[src/rtl/seg_display_scheduler.sv]
`default_nettype none
// ============================================================================
// Module   : seg_display_scheduler
// Purpose  : Round-robin sharing of the 8-bit seven-segment output among NREQ
//            requesters. Each grant owns the display for exactly HOLD_CYCLES
//            cycles; the winner's code is latched and decoded into segments.
// Options  : SEG_IDLE_DASH_EN - show a dash (8'h02) instead of blank when idle.
// Revision : 1.0 - initial release
// ============================================================================
module seg_display_scheduler #(
  parameter int NREQ        = 4,
  parameter int HOLD_CYCLES = 4
) (
  input  logic                clk,
  input  logic                rst,
  input  logic [NREQ-1:0]     req,
  input  logic [8*NREQ-1:0]   code,
  output logic [NREQ-1:0]     gnt,
  output logic [7:0]          seg,
  output logic                busy
);

  localparam int PW = (NREQ > 1) ? $clog2(NREQ) : 1;
  localparam int CW = (HOLD_CYCLES > 1) ? $clog2(HOLD_CYCLES) : 1;
  localparam logic [CW-1:0] C_HOLD_INIT = CW'(HOLD_CYCLES - 1);
  localparam logic [PW:0]   C_NREQ      = (PW+1)'(NREQ);
  localparam logic [PW-1:0] C_LAST      = PW'(NREQ - 1);

`ifdef SEG_IDLE_DASH_EN
  localparam logic [7:0] C_IDLE_PAT = 8'h02;
`else
  localparam logic [7:0] C_IDLE_PAT = 8'h00;
`endif

  typedef enum logic [0:0] {
    S_IDLE = 1'b0,
    S_HOLD = 1'b1
  } state_t;

  state_t          r_state, w_state_nxt;
  logic [PW-1:0]   r_rr_ptr, w_rr_ptr_nxt;
  logic [PW-1:0]   r_owner, w_owner_nxt;
  logic [CW-1:0]   r_hold_cnt, w_hold_cnt_nxt;
  logic [NREQ-1:0] r_gnt, w_gnt_nxt;
  logic [7:0]      r_seg, w_seg_nxt;
  logic            r_busy, w_busy_nxt;

  logic [PW-1:0]   w_owner_inc;
  logic [PW-1:0]   w_base;
  logic [PW:0]     w_pos;
  logic            w_found;
  logic [PW-1:0]   w_win;
  logic [7:0]      w_win_code;
  logic [NREQ-1:0] w_win_gnt;

  // Display code to segment bits; unknown codes blank the display
  function automatic logic [7:0] f_decode(input logic [7:0] c);
    logic [7:0] v;
    case (c)
      8'h00:   v = 8'hFD;
      8'h01:   v = 8'hC1;
      8'h02:   v = 8'h6F;
      8'h03:   v = 8'hE7;
      8'h04:   v = 8'hD3;
      8'h05:   v = 8'hB7;
      8'h06:   v = 8'hBF;
      8'h07:   v = 8'hE1;
      8'h08:   v = 8'hFF;
      8'h09:   v = 8'hF7;
      default: v = (c[7:3] == 5'b11110) ? (8'h80 >> c[2:0]) : 8'h00;
    endcase
    return v;
  endfunction

  // At hold expiry the search starts just past the current owner, making it lowest priority
  assign w_owner_inc = (r_owner == C_LAST) ? '0 : r_owner + 1'b1;
  assign w_base      = (r_state == S_HOLD) ? w_owner_inc : r_rr_ptr;

  // Rotating priority search: first requester at or after w_base, wrapping mod NREQ
  always_comb begin
    w_found = 1'b0;
    w_win   = '0;
    w_pos   = '0;
    for (int k = 0; k < NREQ; k++) begin
      w_pos = {1'b0, w_base} + (PW+1)'(k);
      if (w_pos >= C_NREQ) w_pos = w_pos - C_NREQ;
      if (!w_found && req[w_pos[PW-1:0]]) begin
        w_found = 1'b1;
        w_win   = w_pos[PW-1:0];
      end
    end
  end

  // Select the winner's code and build its one-hot grant
  always_comb begin
    w_win_code = '0;
    w_win_gnt  = '0;
    for (int j = 0; j < NREQ; j++) begin
      if (w_win == PW'(j)) begin
        w_win_code   = code[8*j +: 8];
        w_win_gnt[j] = 1'b1;
      end
    end
  end

  // Next-state logic: arbitrate when idle or when a hold expires, otherwise freeze outputs
  always_comb begin
    w_state_nxt    = r_state;
    w_rr_ptr_nxt   = r_rr_ptr;
    w_owner_nxt    = r_owner;
    w_hold_cnt_nxt = r_hold_cnt;
    w_gnt_nxt      = r_gnt;
    w_seg_nxt      = r_seg;
    w_busy_nxt     = r_busy;
    if (r_state == S_HOLD && r_hold_cnt != '0) begin
      w_hold_cnt_nxt = r_hold_cnt - 1'b1;
    end else begin
      if (r_state == S_HOLD) w_rr_ptr_nxt = w_owner_inc;
      if (w_found) begin
        w_state_nxt    = S_HOLD;
        w_owner_nxt    = w_win;
        w_hold_cnt_nxt = C_HOLD_INIT;
        w_gnt_nxt      = w_win_gnt;
        w_seg_nxt      = f_decode(w_win_code);
        w_busy_nxt     = 1'b1;
      end else begin
        w_state_nxt    = S_IDLE;
        w_gnt_nxt      = '0;
        w_seg_nxt      = C_IDLE_PAT;
        w_busy_nxt     = 1'b0;
      end
    end
  end

  // State and output registers; reset drops any grant immediately
  always_ff @(posedge clk or posedge rst) begin
    if (rst) begin
      r_state    <= S_IDLE;
      r_rr_ptr   <= '0;
      r_owner    <= '0;
      r_hold_cnt <= '0;
      r_gnt      <= '0;
      r_seg      <= C_IDLE_PAT;
      r_busy     <= 1'b0;
    end else begin
      r_state    <= w_state_nxt;
      r_rr_ptr   <= w_rr_ptr_nxt;
      r_owner    <= w_owner_nxt;
      r_hold_cnt <= w_hold_cnt_nxt;
      r_gnt      <= w_gnt_nxt;
      r_seg      <= w_seg_nxt;
      r_busy     <= w_busy_nxt;
    end
  end

  assign gnt  = r_gnt;
  assign seg  = r_seg;
  assign busy = r_busy;

endmodule
`default_nettype wire

[config.mk]
export PLATFORM = sky130hd
export DESIGN_NAME = seg_display_scheduler
export DESIGN_NICKNAME = d
export VERILOG_FILES = /design/src/rtl/seg_display_scheduler.sv
export SDC_FILE = /design/constraint.sdc
export NUM_CORES = 1
export LEC_CHECK = 0
export CAP_MARGIN = 20
export CELL_PAD_IN_SITES_DETAIL_PLACEMENT = 1
export CELL_PAD_IN_SITES_GLOBAL_PLACEMENT = 1
export CORE_UTILIZATION = 34
export CTS_CLUSTER_SIZE = 28
export DETAILED_ROUTE_END_ITERATION = 16
export PLACE_DENSITY = 0.85
export SLEW_MARGIN = 20
export SYNTH_ARGS = -nofsm -noshare
export SYNTH_HDL_FRONTEND = slang
export SYNTH_SLANG_ARGS = --single-unit
export TNS_END_PERCENT = 100
[constraint.sdc]
create_clock -name clk -period 4.1 [get_ports clk]
set_input_delay 0.41 -clock clk [delete_from_list [all_inputs] [get_ports clk]]
set_output_delay 0.41 -clock clk [all_outputs]
set_load 0.03 [all_outputs]
==> flow_summary.toml <==
[status]
run_status = "complete, no violations"

[critical_path]
critPathLaunch = "r_owner[0]"
setup.worst_path.start_class = "flip-flop"
r2r-start = "r_owner[0]"
worstSetupEndpointType = "flip-flop"
worstPathMaxFanout = 19
path_class = "reg -> reg"
crit_required_ps = 4250
critical_path_arrival_ps = 3850

[sta]
worst_case_headroom_to_the_max_slew_limit = 0.370
layout_worst_path_cycle_share = 0.904
final_setup_violation_count = 0
slew_viol_final = 0
period_needed_ps = 3700
tightest_pin_transition_ps = 942
final.setup_skew_ps = 4.01
final_critical_path_setup_slack_ps = 395
maxClockFrequency_mhz = 270
rsz0062_at_grt = "no"
setup_total_negative_slack_ps = 0
final_hold_viol_count = 0

[finish]
syn_to_final_growth_pct = 37.6
footprint_of_the_multi_input_gates_um2 = 948
finalCoreUtilization = 0.504
num-nets-final = 257
layout.cells.non_filler = 266
final-seq-area_um2 = 475
number_of_diodes = 0
number_of_filler_cells_placed_in_the_layout = 489
drive_gt1_frac = 0.0972

[cts]
cts.hold.buffers_added = 0
tritoncts_num_sinks = 19
clock_tree_from_tritoncts = "built"
clkSlewWorstSetupHoldPaths_ps = 70
cts_max_level = 1
clkLatencyLatePin_ps = 260
cts-root-buf = "clkbuf_8"
ctsLongestPathBuffers = 2
tritoncts.num_buffers = 3
number_of_buffers_inserted_by_post_cts_setup_repair = 0

[grt]
grt_max_degree = 20
first_global_vias = 1514
wire_length_of_the_first_global_routing_pass_mm = 7.09
aggregate_global_route_resource_usage = 0.200
globalRouteOverflowTotal = 0
grt_antenna_before_repair = 0

[yosys]
synth.largest_area_cell = "dfrtp_1"
share_of_synthesized_flip_flops_with_an_asynchronous_set_or_reset = 1.00
yosysSeqAreaShare = 0.313
synthesis.area_mm2 = 0.00152
synth_top_area_share = 0.313
postSynthNetCount = 207
synth_cell_type_count = 49
synth.avg_cell_area_um2 = 9.10
synth-edff-count = 0
synth_area_leaders = "dfrtp_1 31%, mux2i_1 9.9%, nand2_1 4.2%, a221o_1 4.0%, o31ai_1 4.0%"
ys_ff_latch = 19
yosysWarningCount = 0
synthesis.instances = 167
yosys_most_used_dff = "dfrtp_1"

[drt]
maxUsedRoutingLayer = "met4"
drc = 0
routed_wire_length_per_instance_um = 15.6
drt.antenna.violating_nets = 0
vias = 1515
routed_length_on_met2_mm = 1.91
wl_met1_mm = 2.02
totalWireLength_mm = 4.16
drt_iter0_markers = 116
drt-pass1-iter-count = 4
routed_via_density = 5.70
routed-wl-met3_um = 186

[power]
intPower_w = 0.000803
ir_drop_mv = 0.227
share_seq_of_total_power = 0.202
p_sw_frac = 0.486
switchingPower_w = 0.000759
power_leakage_nw = 0.902
power.clock.fraction = 0.084
p_comb_frac = 0.715
pwr_density_cell_mw_per_mm2 = 748

[floorplanning]
die_height_um = 68.8
dieArea_mm2 = 0.00474
placeable_area_mm2 = 0.00414
start_util = 0.367
io_pins = 51
std_cell_rows = 23
floorplan.die.width_um = 68.8

[place]
placed_cells = 262
port-buffer-count = 50
detailedPlace.worstSlack_ps = 297
post_detailed_placement_half_perimeter_wirelength_mm = 3.37
gp_routability_congestion = 0.847

[run]
drv.max_cap_violation_count = 0

[min_path]
hold_path_startpoint = "seg[3]"
class_of_the_most_critical_hold_timing_path = "reg -> reg"
placed cells by master (no fill, tap or decap), types with 3 or more instances in the layout:
master / synthesis / layout
and3_1: 3 / 3
nor2_1: 14 / 14
o31ai_1: 8 / 8
a221o_1: 6 / 6
o2111ai_1: 3 / 3
o221ai_1: 3 / 3
dfrtp_1: 19 / 19
mux2_2: 4 / 4
a32o_1: 3 / 3
inv_1: 9 / 9
clkbuf_8: 0 / 3
o21ai_0: 6 / 6
clkdlybuf4s50_1: 0 / 50
nand2_1: 17 / 17
buf_4: 0 / 3
nand2b_1: 4 / 4
mux2i_1: 15 / 14
nor3_1: 6 / 6
final timing paths:
check | to | slack, ps | cells past startpoint
max | seg[5] | 400 | 9
min | seg[3] | 510 | 1
max reg2reg | seg[5] | 400 | 9
min reg2reg | seg[3] | 510 | 1
max in group asynchronous | busy | 3080 | 2
min in group asynchronous | seg[6] | 570 | 2
critical path: stages, from the launching register on:
cell and delay (ps):
dfrtp_1 410, ha_1 310, mux2_2 320, mux2i_1 480, or3_4 400, o221ai_1 190
a22oi_1 320, nand3_1 250, or4_1 590, a221o_1 330
state kept, by name, indices dropped and copies added (netlist names):
| name | count |
|---|---|
| busy | 1 |
| gnt | 4 |
| r_hold_cnt | 2 |
| r_owner | 2 |
| r_rr_ptr | 2 |
| seg | 8 |
Yosys cell counts (3+ instances only):
master and n:
nor2_1 14, o2111ai_1 3, o31ai_1 8, a221o_1 6
o221ai_1 3, nand2_1 17, a32o_1 3, mux2_2 4
and3_1 3, mux2i_1 15, clkbuf_1 3, buf_6 3
nand2b_1 4, nor3_1 6, inv_1 9, dfrtp_1 19
o21ai_0 6
per-stage QoR:
| step | power, W | hold slack [ps] | instance area, um2 |
|---|---|---|---|
| global placement | 0.00140 | 469 | 2040 |
| CTS | 0.00156 | 504 | 2090 |
| global route | 0.00170 | 531 | 2090 |
| finish | 0.00156 | 511 | 2090 |
| floorplan | 0.00116 | 361 | 1520 |
| detailed placement | 0.00143 | 482 | 2040 |
power by group through the flow:
| stage | registers [W] | logic [W] | clock network [W] |
|---|---|---|---|
| finish | 0.000315 | 0.00112 | 0.000131 |
| global placement | 0.000315 | 0.00108 | 0 |
| detailed placement | 0.000319 | 0.00111 | 0 |
| floorplan | 0.000400 | 0.000758 | 0 |
| global route | 0.000325 | 0.00123 | 0.000144 |
| CTS | 0.000316 | 0.00111 | 0.000135 |
per-layer routing:
| metal | up-vias | track usage |
|---|---|---|
| li1 | 740 | - |
| met1 | 721 | 0.273 |
| met2 | 49 | 0.325 |
| met3 | 5 | 0.0247 |
| met4 | 0 | 0.0689 |
| met5 | - | 0 |
kinds of logic (layout without fill, tap and decap cells):
| family | count (synthesis) | after routing | synth area share |
|---|---|---|---|
| AO/OA/AOI/OAI | 45 | 45 | 0.241 |
| XOR/XNOR | 2 | 2 | 0.0115 |
| adder cells (fa/ha/maj) | 2 | 2 | 0.0165 |
| buffers and inverters | 17 | 66 | 0.0651 |
| flip-flops | 19 | 19 | 0.313 |
| multiplexers | 20 | 20 | 0.138 |
| AND/OR/NAND/NOR | 62 | 62 | 0.216 |
repair_timing:
action | in CTS | in global routing
endpoints found under the setup margin | 0 | 1
hold endpoints to repair | 0 | 0
gates resized for setup | 0 | 1
layout make-up:
cell class                 count  area share
clock inverter                 1     0.00240
clock buffer                   3      0.0198
timing repair buffer          53       0.250
sequential                    19       0.228
inverter                       9      0.0162
tap                           50      0.0299
multi-input combinational    131       0.454
Note: power is estimated with default switching activity, not from simulation.
